<file path="src/rtl/mips_multicycle_control_pkg.sv">
// Shared encodings for the multicycle MIPS sequencer: state codes, opcode and
// funct constants, ALU operand/operation selects and the control word layout.
package mips_multicycle_control_pkg;

    typedef enum logic [3:0] {
        S_IDLE      = 4'd0,
        S_FETCH     = 4'd1,
        S_DECODE    = 4'd2,
        S_MEM_ADDR  = 4'd3,
        S_MEM_READ  = 4'd4,
        S_MEM_WB    = 4'd5,
        S_MEM_WRITE = 4'd6,
        S_R_EXEC    = 4'd7,
        S_R_WB      = 4'd8,
        S_I_EXEC    = 4'd9,
        S_I_WB      = 4'd10,
        S_BRANCH    = 4'd11,
        S_JUMP      = 4'd12,
        S_JR        = 4'd13,
        S_TRAP      = 4'd15
    } state_t;

    localparam logic [5:0] OP_RTYPE = 6'b000000;
    localparam logic [5:0] OP_LW    = 6'b100011;
    localparam logic [5:0] OP_SW    = 6'b101011;
    localparam logic [5:0] OP_BEQ   = 6'b000100;
    localparam logic [5:0] OP_J     = 6'b000010;
    localparam logic [5:0] OP_ADDI  = 6'b001000;
    localparam logic [5:0] FN_JR    = 6'b001000;

    localparam logic [1:0] ALUOP_ADD   = 2'b00;
    localparam logic [1:0] ALUOP_SUB   = 2'b01;
    localparam logic [1:0] ALUOP_FUNCT = 2'b10;

    localparam logic [1:0] SRCB_REG    = 2'b00;
    localparam logic [1:0] SRCB_FOUR   = 2'b01;
    localparam logic [1:0] SRCB_IMM    = 2'b10;
    localparam logic [1:0] SRCB_IMM_SH = 2'b11;

    localparam logic [1:0] PCSRC_ALU    = 2'b00;
    localparam logic [1:0] PCSRC_ALUOUT = 2'b01;
    localparam logic [1:0] PCSRC_JUMP   = 2'b10;
    localparam logic [1:0] PCSRC_REG    = 2'b11;

    // Datapath control word, decoded from the current state.
    typedef struct packed {
        logic       pc_write;
        logic       pc_write_cond;
        logic       i_or_d;
        logic       mem_read;
        logic       mem_write;
        logic       ir_write;
        logic       reg_dst;
        logic       mem_to_reg;
        logic       reg_write;
        logic       alu_src_a;
        logic [1:0] alu_src_b;
        logic [1:0] alu_op;
        logic [1:0] pc_source;
        logic       trap;
    } ctrl_t;

    // States that hold a memory request open until MemReady.
    function automatic logic is_mem_state(input state_t s);
        return (s == S_FETCH) || (s == S_MEM_READ) || (s == S_MEM_WRITE);
    endfunction

endpackage

</file>
<file path="src/rtl/mips_multicycle_control_wait_timer.sv">
// Watchdog for a single memory access: counts cycles spent waiting on
// MemReady and flags the cycle in which the limit is reached without it.
module mips_mem_wait_timer #(
    parameter int MEM_TIMEOUT = 15,
    parameter int TO_W        = 8
) (
    input  logic clk,
    input  logic rst_n,
    input  logic clr,
    input  logic en,
    output logic timeout
);

    // The increment that lands on MEM_TIMEOUT is the one that trips, so the
    // compare is against one less than the limit while still enabled.
    localparam logic [TO_W-1:0] LIMIT = TO_W'(MEM_TIMEOUT - 1);

    logic [TO_W-1:0] cnt;

    // Wait counter: clear has priority so a state change always restarts it.
    always_ff @(posedge clk or negedge rst_n) begin
        if (!rst_n)
            cnt <= '0;
        else if (clr)
            cnt <= '0;
        else if (en)
            cnt <= cnt + 1'b1;
    end

    // en is already gated by MemReady, so a late MemReady beats the limit.
    assign timeout = en && (cnt == LIMIT);

endmodule

</file>
<file path="src/rtl/mips_multicycle_control.sv">
// Multicycle sequencer for the MIPS-32 datapath. Steps each instruction
// through fetch/decode/execute/memory/writeback, holds memory requests until
// MemReady, and traps on illegal opcodes or a stalled memory access.
module mips_multicycle_control
    import mips_multicycle_control_pkg::*;
#(
    parameter int MEM_TIMEOUT = 15,
    parameter int TO_W        = 8
) (
    input  logic       Clk,
    input  logic       reset,
    input  logic [5:0] Opcode,
    input  logic [5:0] Funct,
    input  logic       Zero,
    input  logic       MemReady,
    output logic       PCWrite,
    output logic       PCWriteCond,
    output logic       IorD,
    output logic       MemRead,
    output logic       MemWrite,
    output logic       IRWrite,
    output logic       RegDst,
    output logic       MemToReg,
    output logic       RegWrite,
    output logic       ALUSrcA,
    output logic [1:0] ALUSrcB,
    output logic [1:0] ALUOp,
    output logic [1:0] PCSource,
    output logic       Trap,
    output logic [3:0] State
);

    state_t state;
    state_t state_nxt;
    ctrl_t  ctrl;
    logic   wait_en;
    logic   wait_clr;
    logic   timeout;

    // The datapath ANDs PCWriteCond with Zero itself; the flag is not needed here.
    logic unused_zero;
    assign unused_zero = Zero;

    assign wait_en  = is_mem_state(state) && !MemReady;
    assign wait_clr = (state_nxt != state);

    mips_mem_wait_timer #(
        .MEM_TIMEOUT (MEM_TIMEOUT),
        .TO_W        (TO_W)
    ) u_wait_timer (
        .clk     (Clk),
        .rst_n   (reset),
        .clr     (wait_clr),
        .en      (wait_en),
        .timeout (timeout)
    );

    // Next-state selection; Opcode/Funct are only looked at in DECODE and MEM_ADDR.
    always_comb begin
        state_nxt = state;
        case (state)
            S_IDLE:      state_nxt = S_FETCH;
            S_FETCH: begin
                if (MemReady)     state_nxt = S_DECODE;
                else if (timeout) state_nxt = S_TRAP;
            end
            S_DECODE: begin
                case (Opcode)
                    OP_RTYPE:     state_nxt = (Funct == FN_JR) ? S_JR : S_R_EXEC;
                    OP_LW, OP_SW: state_nxt = S_MEM_ADDR;
                    OP_BEQ:       state_nxt = S_BRANCH;
                    OP_J:         state_nxt = S_JUMP;
                    OP_ADDI:      state_nxt = S_I_EXEC;
                    default:      state_nxt = S_TRAP;
                endcase
            end
            S_MEM_ADDR:  state_nxt = (Opcode == OP_LW) ? S_MEM_READ : S_MEM_WRITE;
            S_MEM_READ: begin
                if (MemReady)     state_nxt = S_MEM_WB;
                else if (timeout) state_nxt = S_TRAP;
            end
            S_MEM_WRITE: begin
                if (MemReady)     state_nxt = S_FETCH;
                else if (timeout) state_nxt = S_TRAP;
            end
            S_MEM_WB:    state_nxt = S_FETCH;
            S_R_EXEC:    state_nxt = S_R_WB;
            S_R_WB:      state_nxt = S_FETCH;
            S_I_EXEC:    state_nxt = S_I_WB;
            S_I_WB:      state_nxt = S_FETCH;
            S_BRANCH:    state_nxt = S_FETCH;
            S_JUMP:      state_nxt = S_FETCH;
            S_JR:        state_nxt = S_FETCH;
            S_TRAP:      state_nxt = S_TRAP;
            default:     state_nxt = S_TRAP;
        endcase
    end

    // State register; reset lands in IDLE so every enable drops at once.
    always_ff @(posedge Clk or negedge reset) begin
        if (!reset)
            state <= S_IDLE;
        else
            state <= state_nxt;
    end

    // Control decode: everything defaults low, each state raises only its own enables.
    always_comb begin
        ctrl = '0;
        case (state)
            S_FETCH: begin
                ctrl.mem_read  = 1'b1;
                ctrl.alu_src_b = SRCB_FOUR;
                ctrl.alu_op    = ALUOP_ADD;
                ctrl.pc_source = PCSRC_ALU;
                // Instruction and PC+4 only commit in the cycle memory delivers.
                ctrl.ir_write  = MemReady;
                ctrl.pc_write  = MemReady;
            end
            S_DECODE: begin
                ctrl.alu_src_b = SRCB_IMM_SH;
                ctrl.alu_op    = ALUOP_ADD;
            end
            S_R_EXEC: begin
                ctrl.alu_src_a = 1'b1;
                ctrl.alu_src_b = SRCB_REG;
                ctrl.alu_op    = ALUOP_FUNCT;
            end
            S_R_WB: begin
                ctrl.reg_dst   = 1'b1;
                ctrl.reg_write = 1'b1;
            end
            S_I_EXEC, S_MEM_ADDR: begin
                ctrl.alu_src_a = 1'b1;
                ctrl.alu_src_b = SRCB_IMM;
                ctrl.alu_op    = ALUOP_ADD;
            end
            S_I_WB: begin
                ctrl.reg_write = 1'b1;
            end
            S_MEM_READ: begin
                ctrl.mem_read = 1'b1;
                ctrl.i_or_d   = 1'b1;
            end
            S_MEM_WB: begin
                ctrl.mem_to_reg = 1'b1;
                ctrl.reg_write  = 1'b1;
            end
            S_MEM_WRITE: begin
                ctrl.mem_write = 1'b1;
                ctrl.i_or_d    = 1'b1;
            end
            S_BRANCH: begin
                ctrl.alu_src_a     = 1'b1;
                ctrl.alu_src_b     = SRCB_REG;
                ctrl.alu_op        = ALUOP_SUB;
                ctrl.pc_source     = PCSRC_ALUOUT;
                ctrl.pc_write_cond = 1'b1;
            end
            S_JUMP: begin
                ctrl.pc_source = PCSRC_JUMP;
                ctrl.pc_write  = 1'b1;
            end
            S_JR: begin
                ctrl.pc_source = PCSRC_REG;
                ctrl.pc_write  = 1'b1;
            end
            S_TRAP: begin
                ctrl.trap = 1'b1;
            end
            default: ctrl = '0;
        endcase
    end

    assign PCWrite     = ctrl.pc_write;
    assign PCWriteCond = ctrl.pc_write_cond;
    assign IorD        = ctrl.i_or_d;
    assign MemRead     = ctrl.mem_read;
    assign MemWrite    = ctrl.mem_write;
    assign IRWrite     = ctrl.ir_write;
    assign RegDst      = ctrl.reg_dst;
    assign MemToReg    = ctrl.mem_to_reg;
    assign RegWrite    = ctrl.reg_write;
    assign ALUSrcA     = ctrl.alu_src_a;
    assign ALUSrcB     = ctrl.alu_src_b;
    assign ALUOp       = ctrl.alu_op;
    assign PCSource    = ctrl.pc_source;
    assign Trap        = ctrl.trap;
    assign State       = state;

endmodule
</file>
<file path="config.mk">
export PLATFORM = sky130hd
export DESIGN_NAME = mips_multicycle_control
export DESIGN_NICKNAME = d
export VERILOG_FILES = /design/src/rtl/mips_multicycle_control_pkg.sv /design/src/rtl/mips_multicycle_control_wait_timer.sv /design/src/rtl/mips_multicycle_control.sv
export SDC_FILE = /design/constraint.sdc
export NUM_CORES = 1
export LEC_CHECK = 0
export CAP_MARGIN = 20
export CORE_ASPECT_RATIO = 1.25
export CORE_MARGIN = 2
export CORE_UTILIZATION = 41
export CTS_CLUSTER_DIAMETER = 200
export DETAILED_ROUTE_END_ITERATION = 10
export PLACE_DENSITY = 0.71
export SKIP_CTS_REPAIR_TIMING = 1
export SLEW_MARGIN = 10
export SYNTH_ARGS = -nofsm -noshare
export SYNTH_HDL_FRONTEND = slang
export SYNTH_SLANG_ARGS = --single-unit
</file>
<file path="constraint.sdc">
create_clock -name Clk -period 2.35 [get_ports Clk]
set_input_delay 0.3525 -clock Clk [delete_from_list [all_inputs] [get_ports Clk]]
set_output_delay 0.3525 -clock Clk [all_outputs]
set_load 0.03 [all_outputs]
</file>
== Word level (Yosys, flattened, before mapping) ==
Cells that the tools add are included.

* Register bits after elaboration: 12
* Input bits: 16
* Output and inout port bits: 21
* Logic and storage cells: 64

* $add $sub $neg: 1
* Eq/ne operators: 22
* Muxes and demuxes: 23
* Reductions and logical operators: 16

{| class="wikitable"
|+ Operator list
! kind !! count
|-
| $pmux 4 s5 || 2
|-
| $pmux 4 s8 || 1
|-
| $eq 4x4->1 const B || 7
|-
| $mux 4 || 5
|-
| $eq 4x3->1 const B || 4
|-
| $mux 8 || 2
|-
| $eq 6x4->1 const B || 2
|-
| $eq 6x6->1 const B || 2
|-
| $mux 1 || 10
|-
| $reduce_or 2->1 || 5
|-
| $add 8x1->8 const B || 1
|-
| $eq 4x2->1 const B || 2
|-
| $eq 8x4->1 const B || 1
|-
| $reduce_or 7->1 || 1
|-
| $eq 6x2->1 const B || 1
|-
| $eq 6x3->1 const B || 1
|-
| $logic_not 6->1 || 1
|-
| $pmux 2 s3 || 1
|-
| $eq 4x1->1 const B || 1
|-
| $logic_not 4->1 || 1
|-
| $ne 4x4->1 || 1
|-
| $reduce_or 4->1 || 1
|-
| $reduce_or 3->1 || 1
|-
| $logic_and 1x1->1 || 2
|-
| other kinds (5) || 6
|}

== Depth between registers and ports, before layout ==
* Depth in word-level cells: 10
* Mapped depth: 8
* Gate-level depth less buffers: 7

== Hierarchy ==
A second synthesis with hierarchy kept.

* Cells, all modules: 135
* Area, all modules: 1,052.3 um^2

{| class="wikitable"
|+ Modules (own cells, without submodules)
! module !! instances !! cells an instance !! area each (um^2) !! sequential area each (um^2)
|-
| mips_multicycle_control || 1 || 94 || 641.9 || 100.1
|-
| mips_mem_wait_timer || 1 || 41 || 410.4 || 200.2
|}

== Worst setup path before layout ==
No wires, ideal clock.

* Kind: register to output
* Start: register state[3], in the netlist State[3]
* End: output port RegDst
* Arrival: 1,811 ps
* Data required time: 1,997 ps
* Slack: 186 ps
* Stages on the path, launching flop included: 5
* Buffers on the path: 2
* Cell sequence: dfrtp_1 buf_2 buf_1 nand2b_1 nor3_1

* Cells in the longest elaborated chain, start to end: 2

{| class="wikitable"
|+ RTL lines
! item !! RTL line !! text
|-
| start: declaration || mips_multicycle_control.sv:33 || <nowiki>state_t state;</nowiki>
|-
| start signal: assignment || mips_multicycle_control.sv:104 || <nowiki>state <= state_nxt;</nowiki>
|-
| $eq 4x4->1 || mips_multicycle_control.sv:110 || <nowiki>case (state)</nowiki>
|-
| $mux 1 || mips_multicycle_control.sv:110 ||
|-
| end: declaration || mips_multicycle_control.sv:22 || <nowiki>output logic RegDst,</nowiki>
|}

Every way passes these cells.

== Worst setup path in the final report ==
* Start: register state[1], in the netlist State[1]
* End: output port RegWrite

* Cells in the longest elaborated chain, start to end: 3
* Elaborated cells on any way between the ends: 5
* Those cells by class: 3 x eq/ne; 1 x mux; 1 x reduce/logical

{| class="wikitable"
|+ RTL lines
! item !! RTL line !! text
|-
| $eq 4x4->1 / $eq 4x3->1 (equally long branches) || mips_multicycle_control.sv:110 ||
|-
| $reduce_or 3->1 (no source line) * || n/a ||
|-
| $mux 1 * || mips_multicycle_control.sv:110 ||
|-
| end: declaration || mips_multicycle_control.sv:24 || <nowiki>output logic RegWrite,</nowiki>
|}

Mark *: on every way between the ends. The rest lies on a longest branch, timed or not.

==> impl_summary.log <==
[metrics] Inserted Clock Buffers: 3
[metrics] post-route cell area: roughly 1500 um2
[metrics] placed cell areas: approximately 1500 um2
[metrics] Initial Util: 0.438
[metrics] post-detailed-route via-to-cell ratio: between 5 and 6
[metrics] leading post-synthesis cells by cell area: dfrtp_1 (28%), nor2_1 (6.6%), xor2_1 (4.9%), nor3_1 (4.7%), o21ai_0 (3.3%)
[metrics] pre-CTS WS: approximately 0.12 ns
[metrics] CTS tree: yes
[metrics] via count of the first global-routing pass: roughly 1100
[metrics] share of synthesized flip-flops with an asynchronous set or reset: 1.00
[metrics] Post-Synthesis Mean Instance Area: around 8 um2
[metrics] distinct cell type count of the synthesized netlist: 47
[metrics] Worst-Skew Late Latency: around 0.27 ns
[metrics] endpoint of the lowest-slack register-to-register path: u_wait_timer.cnt[7]
[metrics] Layout Skew: 0.00158 ns
[metrics] Highest Clock Rate: 441 MHz
[metrics] Max-slew headroom: 0.643
[metrics] detailed-placement wirelength estimate: ~2200 um
[metrics] post-route worst hold slack: approximately 0.43 ns
[metrics] leading cell types by count after synthesis: nor2_1 (19), dfrtp_1 (12), nor3_1 (10), nand2_1 (8), o21ai_0 (7)
[metrics] startpoint type of the worst setup path: flip-flop
[metrics] total global-route track usage: 0.198
[metrics] fraction of layout instances using a drive strength above 1: 0.148
[metrics] most instantiated library cell after synthesis: nor2_1
[metrics] first-pass GRT wire length: approximately 4700 um
[metrics] Reg clk slew, reported paths: ~0.070 ns
[metrics] transition at the pin with the smallest max-transition slack: roughly 0.53 ns
[metrics] final-report max-slew violation count: 0
[metrics] final net count: around 190
[metrics] site row count: 20
[metrics] pin count of the biggest net entering global routing: 14
[metrics] Max H-tree Level: 1
[metrics] GP Congestion: between 0.7 and 0.8
[metrics] r2r startpoint: State[3]
[metrics] chip height: just over 60 um
[metrics] status: finished clean
[metrics] area added between synthesis and finish: 42.0%
[metrics] filler instances: approximately 250
[metrics] DR pass1 iterations: 4
[metrics] final global-route overflow total: 0
[metrics] routed wire length: about 2800 um
[metrics] number of enable-type register cells in the synthesized netlist: 0
[metrics] remaining routing DRC violations: 0
[metrics] Ant. Diodes: 0
[metrics] biggest fanout along the worst timing path: 13
[metrics] start point of the critical path: State[1]
[metrics] port buffer count: 35
[metrics] arrival time of data at the critical path endpoint: 1.92 ns
[metrics] kind of end point of the critical path: output port
[metrics] total number of vias: between 1000 and 1500
[metrics] Setup crit end: RegWrite
[metrics] count of warnings emitted by yosys: 0
[metrics] crit path time final: approximately 2.3 ns
[metrics] final std cells w/o fill: just over 200
[metrics] Required @ worst endpoint: ~2.0 ns
[metrics] compound-gate portion of the synthesized area: 0.231
[metrics] final worst path period share: 0.965
[metrics] Most used DFF post-synth: dfrtp_1
[metrics] post-synthesis instance area: roughly 1100 um2
[metrics] multiplexer share of the synthesized area: 0.0105
[metrics] Antenna Nets Post-Route: 0
[metrics] max cap viols: 0
[metrics] core region area: 2450 um2
[metrics] path type of the worst min-delay path: in2async
[metrics] flip-flop and latch count after synthesis: 12
[metrics] clock tree sinks: 12
[metrics] area share of the largest cell type after synthesis: 0.279
[metrics] unrepaired setup endpoints after global routing: no
[metrics] overall power consumption: 1.75 mW
[metrics] utilization after layout: 0.622
[metrics] Synth Area in Adders: 0.0233
[metrics] net count after synthesis: 150
[metrics] number of cells produced by synthesis: around 130
[metrics] total power divided by cell area: 1140 nW/um2
[metrics] antenna violations before repair: 0
[metrics] worst IR drop on VDD: roughly 0.55 mV
[metrics] Final Hold Vio Count: 0
[metrics] Bufs on Longest Clock Path: 2
[metrics] setup slack, reg-to-reg: around 0.33 ns
[metrics] total die area: between 3000 and 4000 um2
[metrics] r2r worst-path depth: 6
[metrics] Post-Place Cells: roughly 200
[metrics] cell taking the most area after synthesis: dfrtp_1
[metrics] Total Negative Setup Slacks: 0 ns
[metrics] total I/O pin count: 37
[metrics] type of the worst setup path: reg2out
[metrics] wire length per cell after detailed routing: between 10 and 15 um
[metrics] die boundary width: 49.8 um
[metrics] dominant combinational cell family by area after synthesis: simple AND/OR/NAND/NOR gates
[metrics] starting DRC count in detailed routing: 8
[metrics] simple-gate portion of the synthesized area: 0.340
[metrics] number of setup violations in the final report: 0
[metrics] part of the Yosys area used for sequential elements: 0.279
[metrics] final worst-path setup slack: between 0.08 and 0.09 ns
[metrics] static leakage: around 0.65 nW
[metrics] xor/xnor share of the synthesized area: 0.0733
[metrics] root cell of the clock tree: clkbuf_4
-- cell type report --
cell class	instances	area [um2]	share of cell area
Tap cell	33	41.3	0.0270
Multi-Input combinational cell	110	731	0.479
Inverter	2	7.51	0.00492
Clock buffer	4	36.3	0.0238
Sequential cell	12	305	0.200
Timing Repair Buffer	41	405	0.266
-- state kept, by name, indices dropped and copies added, names as in the netlist --
signal,flops
u_wait_timer.cnt,8
State,4
-- where the power goes --
part	internal, mW	total (mW)	switching, mW
Combinational	0.528	1.22	0.690
Clock	0.0943	0.161	0.0666
Sequential	0.249	0.366	0.116
Total	0.872	1.75	0.874
-- worst min path at each step --
stage,to,slack (ns),depth (start not counted)
2_1_floorplan,State[0],0.06,0
3_3_place_gp,u_wait_timer.cnt[7],0.58,2
3_5_place_dp,u_wait_timer.cnt[6],0.59,2
4_1_cts,u_wait_timer.cnt[3],0.43,1
5_1_grt,u_wait_timer.cnt[3],0.46,1
6_report,u_wait_timer.cnt[3],0.43,1
-- routing by layer --
layer,up-vias,global-route usage,part of all wire
li1,556,-,-
met1,529,0.201,0.41
met2,29,0.392,0.52
met3,8,0.0243,0.041
met4,0,0.115,0.032
met5,-,0,0
-- critical path: stages (launching register included) --
cell	delay, ns
dfrtp_2	0.50
nand2b_1	0.29
o22ai_1	0.17
clkdlybuf4s50_1	0.69
-- cell usage in the layout (no fill, tap or decap), types with 2 or more instances in the layout --
cell and n:
o211a_1 3, xor2_1 6, or3_1 2, buf_4 6
nand3_1 6, and2_1 2, nand2_1 8, o21ai_0 7
nand4_1 5, clkdlybuf4s50_1 31, dfrtp_2 4, nor2b_1 2
inv_1 2, nand2b_1 5, dfrtp_1 8, ha_1 2
dlymetal6s2s_1 4, o211ai_1 2, o22ai_1 2, a21oi_1 2
clkbuf_4 3, nor3_1 10, xnor2_1 3, nor2_1 18
-- logic make-up (layout without fill, tap and decap cells) --
logic type	count (synthesis)	after routing
buf+inv	10	47
simple gates	68	68
compound gates	30	30
flops	12	12
mux	1	1
fa+ha+maj	2	2
xor+xnor	9	9
Power figures use the tool's default switching activity.
